$ cat src/rtl/bf_stage_fx.sv
// Radix-2 single-path delay-feedback DIF butterfly stage with fixed-point scaling,
// a valid-qualified stream, frame marker and sticky twiddle-product saturation flag.
module bf_stage_fx #(
    parameter int N     = 3,
    parameter int n     = 1,
    parameter int W     = 16,
    parameter int TW    = 16,
    parameter int SCALE = 1,
    localparam int OW   = (SCALE != 0) ? W : W + 1
) (
    input  logic                 clk,
    input  logic                 rst,
    input  logic                 in_valid,
    input  logic signed [W-1:0]  in_re,
    input  logic signed [W-1:0]  in_im,
    output logic [N-2:0]         tw_addr,
    input  logic signed [TW-1:0] tw_re,
    input  logic signed [TW-1:0] tw_im,
    output logic                 out_valid,
    output logic                 out_sof,
    output logic signed [OW-1:0] out_re,
    output logic signed [OW-1:0] out_im,
    output logic                 ovf
);

    localparam int D  = 1 << (N - n);
    localparam int CW = N - n + 1;
    localparam int AW = W + TW + 3;

    localparam logic signed [AW-1:0] OMAX = (AW'(1) <<< (OW - 1)) - AW'(1);
    localparam logic signed [AW-1:0] OMIN = -(AW'(1) <<< (OW - 1));
    localparam logic signed [AW-1:0] RND  = AW'(1) <<< (TW - 2);

    // Stream handshake: in_valid alone qualifies a sample; there is no back-pressure.
    // A cycle with in_valid low leaves counter, delay line and primed untouched.

    logic [CW-1:0]       cnt;
    logic                primed;
    logic                phase_b;
    logic [N-1:0]        cnt_n;

    logic signed [W:0]   dl_re [D];
    logic signed [W:0]   dl_im [D];

    logic signed [W:0]   h_re, h_im, x_re, x_im;
    logic signed [W+1:0] sum_re_w, sum_im_w, diff_re_w, diff_im_w;
    logic signed [W:0]   sum_re_s, sum_im_s, diff_re_s, diff_im_s;
    logic signed [W:0]   push_re, push_im;

    logic signed [AW-1:0] hr_e, hi_e, cr_e, ci_e;
    logic signed [AW-1:0] mr_full, mi_full, mr_r, mi_r;
    logic signed [OW-1:0] mr_o, mi_o;
    logic                 sat_r, sat_i;

    logic signed [OW-1:0] res_re, res_im;

    function automatic logic signed [W:0] scale_fn(input logic signed [W+1:0] v);
        logic signed [W+1:0] r;
        if (SCALE != 0) r = (v + (W+2)'(1)) >>> 1;
        else            r = v;
        return r[W:0];
    endfunction

    // Butterfly datapath: phase A rotates last frame's difference, phase B adds/subtracts.
    always_comb begin
        phase_b   = cnt[CW-1];
        cnt_n     = N'(cnt);
        tw_addr   = phase_b ? '0 : (N-1)'(cnt_n << (n - 1));

        h_re      = dl_re[D-1];
        h_im      = dl_im[D-1];
        x_re      = (W+1)'(in_re);
        x_im      = (W+1)'(in_im);

        sum_re_w  = (W+2)'(h_re) + (W+2)'(x_re);
        sum_im_w  = (W+2)'(h_im) + (W+2)'(x_im);
        diff_re_w = (W+2)'(h_re) - (W+2)'(x_re);
        diff_im_w = (W+2)'(h_im) - (W+2)'(x_im);

        sum_re_s  = scale_fn(sum_re_w);
        sum_im_s  = scale_fn(sum_im_w);
        diff_re_s = scale_fn(diff_re_w);
        diff_im_s = scale_fn(diff_im_w);

        push_re   = phase_b ? diff_re_s : x_re;
        push_im   = phase_b ? diff_im_s : x_im;
    end

    // Full-precision complex multiply, round-half-up to Q(TW-1), saturate to OW.
    always_comb begin
        hr_e    = AW'(h_re);
        hi_e    = AW'(h_im);
        cr_e    = AW'(tw_re);
        ci_e    = AW'(tw_im);
        mr_full = hr_e * cr_e - hi_e * ci_e;
        mi_full = hr_e * ci_e + hi_e * cr_e;
        mr_r    = (mr_full + RND) >>> (TW - 1);
        mi_r    = (mi_full + RND) >>> (TW - 1);

        sat_r = 1'b0;
        mr_o  = OW'(mr_r);
        if (mr_r > OMAX) begin
            sat_r = 1'b1;
            mr_o  = OW'(OMAX);
        end else if (mr_r < OMIN) begin
            sat_r = 1'b1;
            mr_o  = OW'(OMIN);
        end

        sat_i = 1'b0;
        mi_o  = OW'(mi_r);
        if (mi_r > OMAX) begin
            sat_i = 1'b1;
            mi_o  = OW'(OMAX);
        end else if (mi_r < OMIN) begin
            sat_i = 1'b1;
            mi_o  = OW'(OMIN);
        end

        res_re = phase_b ? OW'(sum_re_s) : mr_o;
        res_im = phase_b ? OW'(sum_im_s) : mi_o;
    end

    always_ff @(posedge clk or posedge rst) begin
        if (rst) begin
            cnt       <= '0;
            primed    <= 1'b0;
            out_valid <= 1'b0;
            out_sof   <= 1'b0;
            out_re    <= '0;
            out_im    <= '0;
            ovf       <= 1'b0;
        end else begin
            out_valid <= in_valid & (primed | phase_b);
            out_sof   <= in_valid & (cnt == CW'(D));
            if (in_valid) begin
                cnt    <= cnt + CW'(1);
                out_re <= res_re;
                out_im <= res_im;
                if (cnt == CW'(D - 1))
                    primed <= 1'b1;
                // Only rotations that actually leave the stage count as overflow.
                if (!phase_b && primed && (sat_r || sat_i))
                    ovf <= 1'b1;
            end
        end
    end

    // Delay line contents need no reset: phase-A output is suppressed until primed.
    always_ff @(posedge clk) begin
        if (in_valid) begin
            dl_re[0] <= push_re;
            dl_im[0] <= push_im;
            for (int i = 1; i < D; i++) begin
                dl_re[i] <= dl_re[i-1];
                dl_im[i] <= dl_im[i-1];
            end
        end
    end

endmodule

$ cat config.mk
export PLATFORM = sky130hd
export DESIGN_NAME = bf_stage_fx
export DESIGN_NICKNAME = d
export VERILOG_FILES = /design/src/rtl/bf_stage_fx.sv
export SDC_FILE = /design/constraint.sdc
export NUM_CORES = 2
export LEC_CHECK = 0
export BUFFER_PORTS_ARGS = -buffer_cell sky130_fd_sc_hd__buf_2
export CORE_MARGIN = 1
export CORE_UTILIZATION = 40
export CTS_BUF_LIST = sky130_fd_sc_hd__clkbuf_4 sky130_fd_sc_hd__clkbuf_8
export DETAILED_ROUTE_END_ITERATION = 8
export GPL_TIMING_DRIVEN = 0
export SETUP_SLACK_MARGIN = 0.3
export SLEW_MARGIN = 20
export SYNTH_ARGS = -nofsm -noshare
export SYNTH_HDL_FRONTEND = slang
export SYNTH_SLANG_ARGS = --single-unit
$ cat constraint.sdc
create_clock -name clk -period 10.66 [get_ports clk]
set_input_delay 1.066 -clock clk [delete_from_list [all_inputs] [get_ports clk]]
set_output_delay 1.066 -clock clk [all_outputs]
set_load 0.005 [all_outputs]
==> results by group <==
Drt
  • Wire per inst: 26.31 µm
  • DRC violations left: 0
  • Starting DRT DRC Count: 4128
  • Final WL: 191500 µm
  • Initial DRT Pass Iterations: 6
  • DR vias/cell: 5.315
  • Routed vias: 38.69k
  • Final ANT Viol Nets: 0

Synthesis
  • Post-synthesis cell count: 5374
  • Mapped Nets: 7105
  • Most common cell in the netlist: inv_1
  • Yosys top cell area share: 0.4841
  • Top area cells in the synthesized netlist: fa_1 48%, inv_1 11%, ha_1 9.8%, edfxtp_1 7.9%, and2_1 6.5%
  • Seq/Total Area, Yosys: 0.09742
  • Synth top cells by count: 1461 x inv_1, 1256 x fa_1, 564 x nand2_1, 537 x and2_1, 408 x ha_1
  • Post-synth top area cell: fa_1
  • Synth Register Bits: 175
  • Synth Cell Area: 51940 µm²
  • Syn. warnings: 0
  • Synth async-reset ratio: 0.2229
  • Syn Area/Cell: 9.665 µm²
  • Post-synth cell types: 78
  • Number of flops mapped to enable cells by yosys: 136
  • Synth Flop Type: edfxtp_1

Place
  • Placer Congestion: 1.105
  • Dpl hpwl: 156400 µm
  • PortBufs: 102
  • Inst Count DP: 7209

Clock network
  • TritonCTS Buffers: 17
  • Hold buffers post-CTS: 0
  • Clock latency on the worst-skew pair: 0.50 ns
  • Root Buffer: clkbuf_8
  • Max clock buf depth: 2
  • CTS Sinks: 175
  • TritonCTS clock tree: built
  • Clk slew on worst S/H paths: 0.12 ns
  • H-tree depth: 4

Layout
  • Fin nets: 7236
  • Cell Count, Final, Fillers Out: 7279
  • Syn-to-layout area delta: 6.523%
  • Layout cells sized above 1: 0.04223
  • Fill cell total of the finished layout: 12.71k

Critical path
  • R2R setup slack: 0.27 ns
  • Family with the most delay on the worst path: adder cells
  • CP Capture Type: register
  • Worst Path Buf+Inv: 6
  • Critical Path Slowest Stage Cell: xnor2_1
  • CP startpoint kind: register
  • Worst Path Required: 11.08 ns
  • Kind of critical path: reg2reg
  • CP peak stage delay: 0.99 ns
  • CP Max Fanout: 10
  • Cell repeated most along the worst path: fa_1
  • Arr. time, crit path: 10.80 ns

Timing
  • Max Clock Freq: 0.09628 GHz
  • Final setup fails: 0
  • Minimum clock period: 10.39 ns
  • Least-Margin Pin Slew: 1.414 ns
  • Final Slew Violations: 0
  • RSZ-0062 raised after global routing: no
  • Final period util: 0.9744
  • Final hold violations: 0
  • Fin Clk Skew: 0.03041 ns
  • Max-slew headroom: 0.05759

Die
  • Die height: 362.3 µm
  • Die area: 131300 µm²
  • Core box area: 128200 µm²
  • IO Pins: 104
  • Row count: 131
  • Initial Utilization: 0.4052
  • Die Span X: 362.3 µm

Global routing
  • GR Overflow Total: 0
  • Antenna violations before repair: 39
  • Largest net degree at the start of global routing: 72
  • Total track usage: 0.2996
  • GRT busiest layer: met2
  • Grt met1 use: 0.3849
  • Global-route wire length before repair: 278000 µm
  • Met2 usage: 0.4362
  • Vias in the first global route: 40.00k
  • Met3 Track Usage GR: 0.08962

Outcome
  • Status: finished clean

Worst hold path
  • Hold Crit Class: reg2reg

Job
  • MaxCap Viol Count: 0
## worst paths after layout
kind,cells past startpoint,endpoint,start
setup / recovery,26,out_im[13]$_DFFE_PP0P_,dl_re[3][6]$_DFFE_PP_
hold / removal,0,dl_re[3][7]$_DFFE_PP_,dl_re[2][7]$_DFFE_PP_
setup reg to reg,26,out_im[13]$_DFFE_PP0P_,dl_re[3][6]$_DFFE_PP_
hold reg to reg,0,dl_re[3][7]$_DFFE_PP_,dl_re[2][7]$_DFFE_PP_
max in group asynchronous,3,out_im[2]$_DFFE_PP0P_,rst
min in group asynchronous,2,ovf$_DFFE_PP0P_,rst
## per-stage QoR
stage | setup slack (ns) | setup TNS, ns | area (µm²) | util | hold slack, ns
final | 0.2733 | 0 | 55330 | 0.4317 | 0.3966
after floorplan | 2.115 | 0 | 51940 | - | 0.4003
after detailed placement | -0.6231 | -14.18 | 54720 | 0.4269 | 0.4045
after global routing | 0.3026 | 0 | 55270 | 0.4312 | 0.4271
after CTS | 0.3044 | 0 | 55130 | 0.4301 | 0.4048
after global placement | -2.096 | -50.63 | 54610 | 0.4261 | 0.4002
## registers in the layout (all words and copies together), names as in the netlist
register   count
out_re        16
out_sof        1
out_valid      1
cnt            3
out_im        16
ovf            1
dl_re         68
primed         1
dl_im         68
## cell usage in the layout (no fill, tap or decap), types with 16 or more instances in the layout
cell type	count
clkbuf_1	168
xor2_1	34
o21ai_1	25
edfxtp_1	136
dfrtp_1	39
nor2_1	125
and3_1	16
xnor2_1	84
clkbuf_8	17
nor2b_1	20
buf_2	106
diode_2	32
inv_1	1458
nand2b_1	31
nand3_1	23
nand2_1	564
ha_1	408
nor3_1	18
a21oi_1	96
a21o_1	22
o21ai_0	60
clkbuf_2	38
and2_1	537
fa_1	1256
## layout make-up
cell class,instances,area (µm²),share of cell area
Antenna cell,32,80.08,0.001447
Buffer,221,913.4,0.01651
Clock buffer,19,249.0,0.004500
Clock inverter,13,130.1,0.002352
Inverter,1463,5499,0.09939
Multi-Input combinational cell,3515,40580,0.7335
Sequential cell,175,5060,0.09145
Tap cell,1729,2163,0.03910
Timing Repair Buffer,112,651.9,0.01178
## cell families after synthesis
kind of cell,Yosys count,synth area share
buffers and inverters,1684,0.1220
adder cells (fa/ha/maj),1664,0.5824
AND/OR/NAND/NOR,1386,0.1335
AO/OA/AOI/OAI,337,0.04286
flip-flops,175,0.09742
XOR/XNOR,119,0.02007
multiplexers,9,0.001807
## per-layer routing
metal | wire length (µm) | share of wire | up-vias
li1 | - | - | 15960
met5 | 56 | 0.00029 | -
met3 | 22560 | 0.12 | 599
met1 | 71670 | 0.37 | 19850
met4 | 15930 | 0.083 | 8
met2 | 81330 | 0.42 | 2270
## what timing repair did
action	CTS	global route
setup buffers	2	3
resized for setup	8	40
setup endpoints to repair	32	32
pin swaps	0	1
Power is not shown: default switching activity piles up to over one toggle a cycle in this logic, so the estimate is an artifact.
